`src/rtl/instr_mem_arbiter.sv`:
```
// ---------------------------------------------------------------------------
// instr_mem_arbiter
//
// Purpose:
//   Shares one single-port instruction memory between NUM_CORES fetch units
//   and a program loader. The loader has fixed priority. The cores are served
//   round-robin. Only one memory transaction is in flight at a time.
//
// Optional feature (macro INSTR_ARB_STATS_EN):
//   When defined, the block adds output stat_conflicts[15:0]. This is a
//   saturating count of grant edges at which two or more requesters were
//   active.
//
// Ports:
//   clock         in   system clock, rising edge
//   clear         in   synchronous active-high reset
//   core_req      in   per-core fetch request, held until its core_valid
//   core_addr     in   packed fetch addresses, core i at [i*ADDR_W +: ADDR_W]
//   core_valid    out  one-cycle pulse marking core_data valid for that core
//   core_data     out  fetched instruction, shared by all cores
//   ld_req        in   loader write request, held until ld_ack
//   ld_addr       in   loader write address
//   ld_data       in   loader write data
//   ld_ack        out  one-cycle pulse, write committed
//   mem_pc        out  memory address
//   mem_hab_escr  out  memory write enable
//   mem_dado      out  memory write data
//   mem_instr     in   memory read data (registered in the memory, 1 edge)
//   busy          out  high whenever the FSM is not in IDLE
//   stat_conflicts out contended-grant counter (INSTR_ARB_STATS_EN only)
// ---------------------------------------------------------------------------
module instr_mem_arbiter #(
    parameter int NUM_CORES = 2,
    parameter int ADDR_W    = 5,
    parameter int DATA_W    = 10
) (
    input  logic                        clock,
    input  logic                        clear,
    input  logic [NUM_CORES-1:0]        core_req,
    input  logic [NUM_CORES*ADDR_W-1:0] core_addr,
    output logic [NUM_CORES-1:0]        core_valid,
    output logic [DATA_W-1:0]           core_data,
    input  logic                        ld_req,
    input  logic [ADDR_W-1:0]           ld_addr,
    input  logic [DATA_W-1:0]           ld_data,
    output logic                        ld_ack,
    output logic [ADDR_W-1:0]           mem_pc,
    output logic                        mem_hab_escr,
    output logic [DATA_W-1:0]           mem_dado,
    input  logic [DATA_W-1:0]           mem_instr,
    output logic                        busy
`ifdef INSTR_ARB_STATS_EN
    ,
    output logic [15:0]                 stat_conflicts
`endif
);

    localparam int IDX_W = $clog2(NUM_CORES);

    typedef enum logic [1:0] {
        S_IDLE  = 2'd0,
        S_WRITE = 2'd1,
        S_READ  = 2'd2,
        S_RESP  = 2'd3
    } state_t;

    // ------------------------------------------------------------------
    // Registers
    // ------------------------------------------------------------------
    state_t               r_state;
    logic [IDX_W-1:0]     r_last_grant;
    logic [IDX_W-1:0]     r_gnt_id;
    logic [NUM_CORES-1:0] r_core_valid;
    logic [DATA_W-1:0]    r_core_data;
    logic                 r_ld_ack;
    logic [ADDR_W-1:0]    r_mem_pc;
    logic                 r_mem_we;
    logic [DATA_W-1:0]    r_mem_dado;
    logic                 r_busy;

    // ------------------------------------------------------------------
    // Next-state / next-output wires
    // ------------------------------------------------------------------
    state_t               w_state_nxt;
    logic [IDX_W-1:0]     w_last_grant_nxt;
    logic [IDX_W-1:0]     w_gnt_id_nxt;
    logic [NUM_CORES-1:0] w_core_valid_nxt;
    logic [DATA_W-1:0]    w_core_data_nxt;
    logic                 w_ld_ack_nxt;
    logic [ADDR_W-1:0]    w_mem_pc_nxt;
    logic                 w_mem_we_nxt;
    logic [DATA_W-1:0]    w_mem_dado_nxt;

    // Arbitration helpers
    logic [NUM_CORES-1:0] w_masked;
    logic                 w_rr_found;
    logic [IDX_W-1:0]     w_rr_pick;
    logic [ADDR_W-1:0]    w_sel_addr;

    // A core whose core_valid is high this cycle may not have dropped its
    // request yet; hiding it here prevents serving the same fetch twice.
    assign w_masked = core_req & ~r_core_valid;

    // Round-robin search starting one past the last granted core.
    always_comb begin
        int               w_idx;
        logic [IDX_W-1:0] w_idx_sel;
        w_rr_found = 1'b0;
        w_rr_pick  = '0;
        w_idx      = 0;
        w_idx_sel  = '0;
        for (int k = 1; k <= NUM_CORES; k++) begin
            w_idx     = (int'(r_last_grant) + k) % NUM_CORES;
            w_idx_sel = IDX_W'(w_idx);
            if (!w_rr_found && w_masked[w_idx_sel]) begin
                w_rr_found = 1'b1;
                w_rr_pick  = w_idx_sel;
            end
        end
    end

    assign w_sel_addr = core_addr[int'(w_rr_pick)*ADDR_W +: ADDR_W];

    // ------------------------------------------------------------------
    // FSM: next-state and next-output logic
    // ------------------------------------------------------------------
    always_comb begin
        w_state_nxt      = r_state;
        w_last_grant_nxt = r_last_grant;
        w_gnt_id_nxt     = r_gnt_id;
        w_core_valid_nxt = '0;
        w_core_data_nxt  = r_core_data;
        w_ld_ack_nxt     = 1'b0;
        w_mem_pc_nxt     = r_mem_pc;
        w_mem_we_nxt     = 1'b0;
        w_mem_dado_nxt   = r_mem_dado;

        case (r_state)
            S_IDLE: begin
                if (ld_req) begin
                    // Loader wins outright; last_grant is left untouched.
                    w_mem_pc_nxt   = ld_addr;
                    w_mem_dado_nxt = ld_data;
                    w_mem_we_nxt   = 1'b1;
                    w_state_nxt    = S_WRITE;
                end else if (w_rr_found) begin
                    w_gnt_id_nxt = w_rr_pick;
                    w_mem_pc_nxt = w_sel_addr;
                    w_state_nxt  = S_READ;
                end
            end
            S_WRITE: begin
                // The memory commits the write at this edge.
                w_ld_ack_nxt = 1'b1;
                w_state_nxt  = S_IDLE;
            end
            S_READ: begin
                // The memory registers the read word at this edge.
                w_state_nxt = S_RESP;
            end
            S_RESP: begin
                w_core_data_nxt            = mem_instr;
                w_core_valid_nxt[r_gnt_id] = 1'b1;
                w_last_grant_nxt           = r_gnt_id;
                w_state_nxt                = S_IDLE;
            end
            default: begin
                w_state_nxt = S_IDLE;
            end
        endcase
    end

    // ------------------------------------------------------------------
    // FSM: state register
    // ------------------------------------------------------------------
    always_ff @(posedge clock) begin
        if (clear) begin
            r_state <= S_IDLE;
        end else begin
            r_state <= w_state_nxt;
        end
    end

    // ------------------------------------------------------------------
    // Registered datapath and outputs
    // ------------------------------------------------------------------
    always_ff @(posedge clock) begin
        if (clear) begin
            r_last_grant <= IDX_W'(NUM_CORES - 1);
            r_gnt_id     <= '0;
            r_core_valid <= '0;
            r_core_data  <= '0;
            r_ld_ack     <= 1'b0;
            r_mem_pc     <= '0;
            r_mem_we     <= 1'b0;
            r_mem_dado   <= '0;
            r_busy       <= 1'b0;
        end else begin
            r_last_grant <= w_last_grant_nxt;
            r_gnt_id     <= w_gnt_id_nxt;
            r_core_valid <= w_core_valid_nxt;
            r_core_data  <= w_core_data_nxt;
            r_ld_ack     <= w_ld_ack_nxt;
            r_mem_pc     <= w_mem_pc_nxt;
            r_mem_we     <= w_mem_we_nxt;
            r_mem_dado   <= w_mem_dado_nxt;
            // busy tracks the state register, so it is high exactly while
            // the FSM sits outside IDLE.
            r_busy       <= (w_state_nxt != S_IDLE);
        end
    end

    assign core_valid   = r_core_valid;
    assign core_data    = r_core_data;
    assign ld_ack       = r_ld_ack;
    assign mem_pc       = r_mem_pc;
    assign mem_hab_escr = r_mem_we;
    assign mem_dado     = r_mem_dado;
    assign busy         = r_busy;

`ifdef INSTR_ARB_STATS_EN
    // ------------------------------------------------------------------
    // Contended-grant counter
    // ------------------------------------------------------------------
    logic        w_grant;
    logic        w_contended;
    logic [15:0] r_stat_conflicts;

    assign w_grant = (r_state == S_IDLE) && (ld_req || w_rr_found);

    // Two or more of {loader, masked cores}: either the loader plus any
    // core, or at least two core bits (x & (x-1) clears the lowest set bit).
    assign w_contended = ld_req ? (|w_masked)
                                : ((w_masked & (w_masked - NUM_CORES'(1))) != '0);

    always_ff @(posedge clock) begin
        if (clear) begin
            r_stat_conflicts <= '0;
        end else if (w_grant && w_contended && (r_stat_conflicts != 16'hFFFF)) begin
            r_stat_conflicts <= r_stat_conflicts + 16'd1;
        end
    end

    assign stat_conflicts = r_stat_conflicts;
`endif

endmodule

```
`config.mk`:
```
export PLATFORM = sky130hd
export DESIGN_NAME = instr_mem_arbiter
export DESIGN_NICKNAME = d
export VERILOG_FILES = /design/src/rtl/instr_mem_arbiter.sv
export SDC_FILE = /design/constraint.sdc
export NUM_CORES = 1
export LEC_CHECK = 0
export BUFFER_PORTS_ARGS = -buffer_cell sky130_fd_sc_hd__buf_2
export CAP_MARGIN = 15
export CORE_UTILIZATION = 29
export DETAILED_ROUTE_END_ITERATION = 8
export PLACE_DENSITY = 0.61
export SYNTH_ARGS = -nofsm -noshare
export SYNTH_HDL_FRONTEND = slang
export SYNTH_SLANG_ARGS = --single-unit
```
`constraint.sdc`:
```
create_clock -name clock -period 1.2 [get_ports clock]
set_input_delay 0.18 -clock clock [delete_from_list [all_inputs] [get_ports clock]]
set_output_delay 0.18 -clock clock [all_outputs]
set_load 0.05 [all_outputs]
```
==> results.toml, run 1 <==
[final_layout]
fill_cells = 456
final_cell_mix = "69 x buf_2, 43 x nand2_1, 31 x dfxtp_1, 22 x a21oi_1"
layout_commonest_cell = "buf_2"
area_growth_pct = 49.08
final_layout_size_suffix_gt1_share_pct = 44.53
n_antenna_cell = 0
layout.nets = 286

[worst_setup_path]
reg2reg_depth = 4
path_cells = "nand2b_4, a21o_1, or3_1, a32o_1"
critPathKind = "flip-flop to flip-flop"
critPathCaptureType = "flip-flop"
crit_slowest_cell = "dfxtp_4"
crit_path_start_kind = "flip-flop"
cp.arrival_ps = 1520
slowest_delay_ps = 350
crit_fanout = 5
crit_required_ps = 1370

[die]
num_rows = 24
core-area_mm2 = 0.004414
fp.dieH_um = 70.39
dieArea_mm2 = 0.004954
initial_core_util_pct = 30.73
die_width_um = 70.39
io_pins = 70

[pwr]
powerDensity_mw_per_mm2 = 1406
power.leakage_nw = 0.9583
finalPower_mw = 2.843
ir_drop_v = 0.0006748

[drt]
viasPerCell = 4.518
wl_um = 3372
vias = 1351
drtPass1Iterations = 3
drc_errors = 0
postRouteAntennaNets = 0
drt_iter0_drc = 51
wl_per_cell_um = 11.28

[job]
maxCapViolCount = 0

[grt]
grt_use_total_pct = 14.86
antenna_found_initial = 0
grt_start_max_net_pins = 28
grt_pass1_wl_um = 5727
overflow = 0
grt_pass1_vias = 1310

[timing]
fmaxAchievable_ghz = 0.7423
whs_ps = 125.9
slew-limit-headroom_pct = 76.21
setup_slack_ps = -147.2
finalSetupViolCount = 6
clock_skew_ps = 4.678
rsz0062_at_grt = "yes"
slew_viol_final = 0
hold_viol = 0
fin_tns_setup_ps = -689.4
fin_crit_ps = 1347
tightest_slew_ps = 356.9
min_period_over_period_pct = 112.3

[placed_design]
place_hpwl_um = 2488
port-buffer-count = 69
gp_congestion = 0.6768

[synthesis]
syn_area_mm2 = 0.001356
yosysWarnings = 0
postSynthNetCount = 203
avgSynthCellArea_um2 = 8.321
synth.largest_area_cell = "dfxtp_1"
seq_area_frac_synth_pct = 50.18
synth_top_area_share_pct = 50.18
synth.distinct_cells = 26
ys_ff_latch = 34
syn_inst = 163
synth.area.top_cells = "dfxtp_1 50%, nand2_1 12%, a21oi_1 9.6%, or3_1 4.6%, a32o_1 3.7%"

[cts]
cts.sinks = 34
cts_tree = "yes"
insertion_delay_ps = 280
root_buffer = "clkbuf_8"
cts_max_path_buffers = 2
cts_buffers = 5
clk_pin_slew_ps = 70
cts-htree-levels = 2

[worst_hold_path]
hold_class = "primary input to flip-flop"
min_delay_path_depth = 3

[status]
status = "finished, violations left"
violations = "setup timing"
==> worst max-delay path, delay by kind of cell (launching register included) <==
family,cells,cell delay [ps]
and+or+nand+nor,2,450
DFF,1,350
AOI/OAI and AO/OA,2,440
==> synthesized netlist by cell type <==
library cell / number
a21boi_0: 1
nor2b_4: 1
inv_1: 6
or3_1: 10
or3_4: 1
buf_4: 1
nor2b_1: 3
dfxtp_1: 34
clkbuf_1: 5
and2_1: 1
nor2_1: 8
nand2_1: 45
o21a_1: 1
mux2i_1: 1
o31ai_2: 1
nand3b_1: 1
nor3_1: 2
a21oi_1: 26
a21oi_4: 1
and3_1: 1
a32o_1: 5
nor3_4: 1
o211ai_1: 1
a21o_1: 1
nand2b_1: 1
buf_2: 4
==> state kept, by name, indices dropped and copies added (netlist names), 2 cells and up <==
| name | cells |
|---|---|
| mem_pc | 5 |
| core_data | 10 |
| core_valid | 2 |
| r_state | 2 |
| mem_dado | 10 |
==> report_power, final <==
group | switching [mW] | internal [mW] | leakage (nW)
sequential | 0.0295 | 1.19 | 0.280
combinational | 0.390 | 0.219 | 0.620
clock | 0.404 | 0.611 | 0.0579
==> path summary, 6_finish.rpt <==
check | to | startpoint | slack, ps
setup / recovery | mem_pc[1] | core_valid[1] | -150
hold / removal | core_data[4] | mem_instr[4] | 130
setup reg to reg | mem_pc[1] | core_valid[1] | -150
hold reg to reg | core_valid[0] | r_gnt_id | 450
==> stage by stage <==
step | setup WS [ps] | utilization, % | cells | area, um2
2_1_floorplan | -145.6 | - | 163 | 1371
3_3_place_gp | -103.0 | 41.87 | 289 | 1848
3_5_place_dp | -141.3 | 41.87 | 289 | 1848
4_1_cts | -153.8 | 44.81 | 298 | 1978
5_1_grt | -198.0 | 45.81 | 299 | 2022
6_report | -147.2 | 45.81 | 299 | 2022
==> timing repair <==
action                                  CTS  global route
hold buffers                              0             0
endpoints found under the setup margin   16            19
setup buffers                             1             0
resized for setup                         4            12
cloned                                    0             1
pin swaps                                 2             4
==> final cells by class <==
cell class / instances / area [um2] / area share (%)
Clock buffer: 5 / 68.82 / 3.403
Sequential cell: 34 / 689.4 / 34.10
Timing Repair Buffer: 85 / 488.0 / 24.13
Inverter: 6 / 22.52 / 1.114
Tap cell: 52 / 65.06 / 3.218
Clock inverter: 3 / 40.04 / 1.980
Multi-Input combinational cell: 114 / 648.1 / 32.05
==> kinds of logic (layout without fill, tap and decap cells) <==
logic type,count (synthesis),count (layout),synth area share [%]
AND/OR/NAND/NOR,75,76,26.39
AO/OA/AOI/OAI,37,37,17.62
flip-flops,34,34,50.18
buffers and inverters,16,99,5.074
multiplexers,1,1,0.7380
==> metal layers <==
layer	global-route usage (%)	routed length [um]	vias up
met3	5.339	270	6
met2	22.22	1499	49
met4	7.333	61	0
li1	-	-	708
met5	0	0	-
met1	18.77	1541	588
No activity file was read; power rests on OpenSTA's default activity.
==> run 2: changes to the inputs <==
Settings changed: CORE_UTILIZATION 29 to 40, CTS_BUF_LIST set to sky130_fd_sc_hd__clkbuf_8 sky130_fd_sc_hd__clkbuf_16, GPL_TIMING_DRIVEN set to 0, PLACE_DENSITY 0.61 to 0.79.
==> results.toml, run 2 (synthesis gave the netlist of run 1 again) <==
[worst_hold_path]
hold_start = "mem_instr[3]"
min_delay_path_depth = 3
hold_class = "primary input to flip-flop"

[die]
dieArea_mm2 = 0.003628
fp.dieH_um = 60.23
core-area_mm2 = 0.003128
die_width_um = 60.23
initial_core_util_pct = 43.36
io_pins = 70
num_rows = 20

[worst_setup_path]
cp.arrival_ps = 1510
crit_fanout = 5
critPathCaptureType = "flip-flop"
reg2reg_from = "core_valid[1]"
cp-startpoint = "core_valid[1]"
reg2reg_depth = 4
critPathKind = "flip-flop to flip-flop"
crit_path_start_kind = "flip-flop"
crit_required_ps = 1370

[final_layout]
n_antenna_cell = 0
final_cell_mix = "68 x buf_2, 44 x nand2_1, 32 x dfxtp_1, 25 x a21oi_1, 10 x or3_1"
fin_area_mm2 = 0.001967
area_growth_pct = 45.02
final_layout_size_suffix_gt1_share_pct = 39.42
layout.nets = 280
layout_commonest_cell = "buf_2"

[drt]
wl_per_cell_um = 11.00
drc_errors = 0
postRouteAntennaNets = 0
viasPerCell = 4.698
vias = 1339
drtPass1Iterations = 4
wl_um = 3134
drt_iter0_drc = 29

[cts]
clk_pin_slew_ps = 70
cts_tree = "yes"
cts_max_path_buffers = 2
cts_buffers = 5
insertion_delay_ps = 280
cts-htree-levels = 2
root_buffer = "clkbuf_8"
cts_hold_buf = 0
cts.sinks = 34

[timing]
slew-limit-headroom_pct = 65.77
fin_crit_ps = 1341
hold_viol = 0
fmaxAchievable_ghz = 0.7458
tightest_slew_ps = 513.5
finalSetupViolCount = 5
rsz0062_at_grt = "yes"
slew_viol_final = 0
min_period_over_period_pct = 111.7
setup_slack_ps = -140.9
clock_skew_ps = 4.780

[grt]
grt_pass1_wl_um = 4761
grt_start_max_net_pins = 12
antenna_found_initial = 0
grt_pass1_vias = 1129
overflow = 0
grt_use_total_pct = 18.31

[job]
maxCapViolCount = 0

[pwr]
finalPower_mw = 2.986
powerDensity_mw_per_mm2 = 1518
power.leakage_nw = 0.9285
ir_drop_v = 0.0007791

[placed_design]
place_area_mm2 = 0.001767
port-buffer-count = 68
gp_congestion = 0.7360
place_hpwl_um = 2263

[status]
status = "finished, violations left"
violations = "setup timing"
[run 2: cell types whose count changed in the layout (fill, tap and decap cells not counted), sizes merged]
cell / change
nand2: -1
clkinv: -2
clkbuf: +6
buf: -9
[run 2: where the power goes]
group	total [mW]	internal, mW	switching (mW)
Sequential	1.22	1.19	0.0270
Clock	1.19	0.802	0.391
Combinational	0.577	0.196	0.381
[run 2: cell type report]
class | count | area, um2
fillers | 285 | 1161
clock buffers | 7 | 107.6
well taps | 44 | 55.05
flip-flops and latches | 34 | 688.2
plain buffers | 9 | 60.06
clock inverters | 1 | 30.03
multi-input cells | 113 | 628.1
repair buffers | 71 | 375.4
inverters | 6 | 22.52
[run 2: worst paths after layout]
check | end | slack [ps]
hold reg to reg | core_data[9] | 450
hold / removal | core_data[3] | 130
setup / recovery | mem_pc[3] | -140
setup reg to reg | mem_pc[3] | -140
[run 2: timing repair]
action	CTS	global route
resized for setup	4	9
setup endpoints to repair	25	26
setup buffers	1	2
pin swaps	0	2
[run 2: worst max-delay path, cell delays in order (launching register included)]
cell	delay, ps
dfxtp_4	350
nand2b_4	140
a21o_1	190
or3_1	310
a32o_1	250
[run 2: layer usage]
metal  wire length (um)  vias up  share of wire, %  track usage [%]
met5                  0        -                 0                0
met4                 34        0               1.1            8.970
met3                114        2               3.6            6.710
met2               1651       30                53            30.30
met1               1334      607                43            20.56
li1                   -      700                 -                -
[run 2: metrics by stage]
| step | TNS (ps) | hold WS (ps) | worst slack (ps) | utilization (%) | cells |
|---|---|---|---|---|---|
| floorplan | -727.8 | 316.0 | -145.6 | - | 163 |
| global placement | -1979 | 422.3 | -182.6 | 56.48 | 275 |
| detailed placement | -2239 | 425.5 | -183.4 | 56.48 | 275 |
| CTS | -687.3 | 119.0 | -144.0 | 61.84 | 283 |
| global route | -978.1 | 109.9 | -202.1 | 62.88 | 285 |
| finish | -667.8 | 127.8 | -140.9 | 62.88 | 285 |
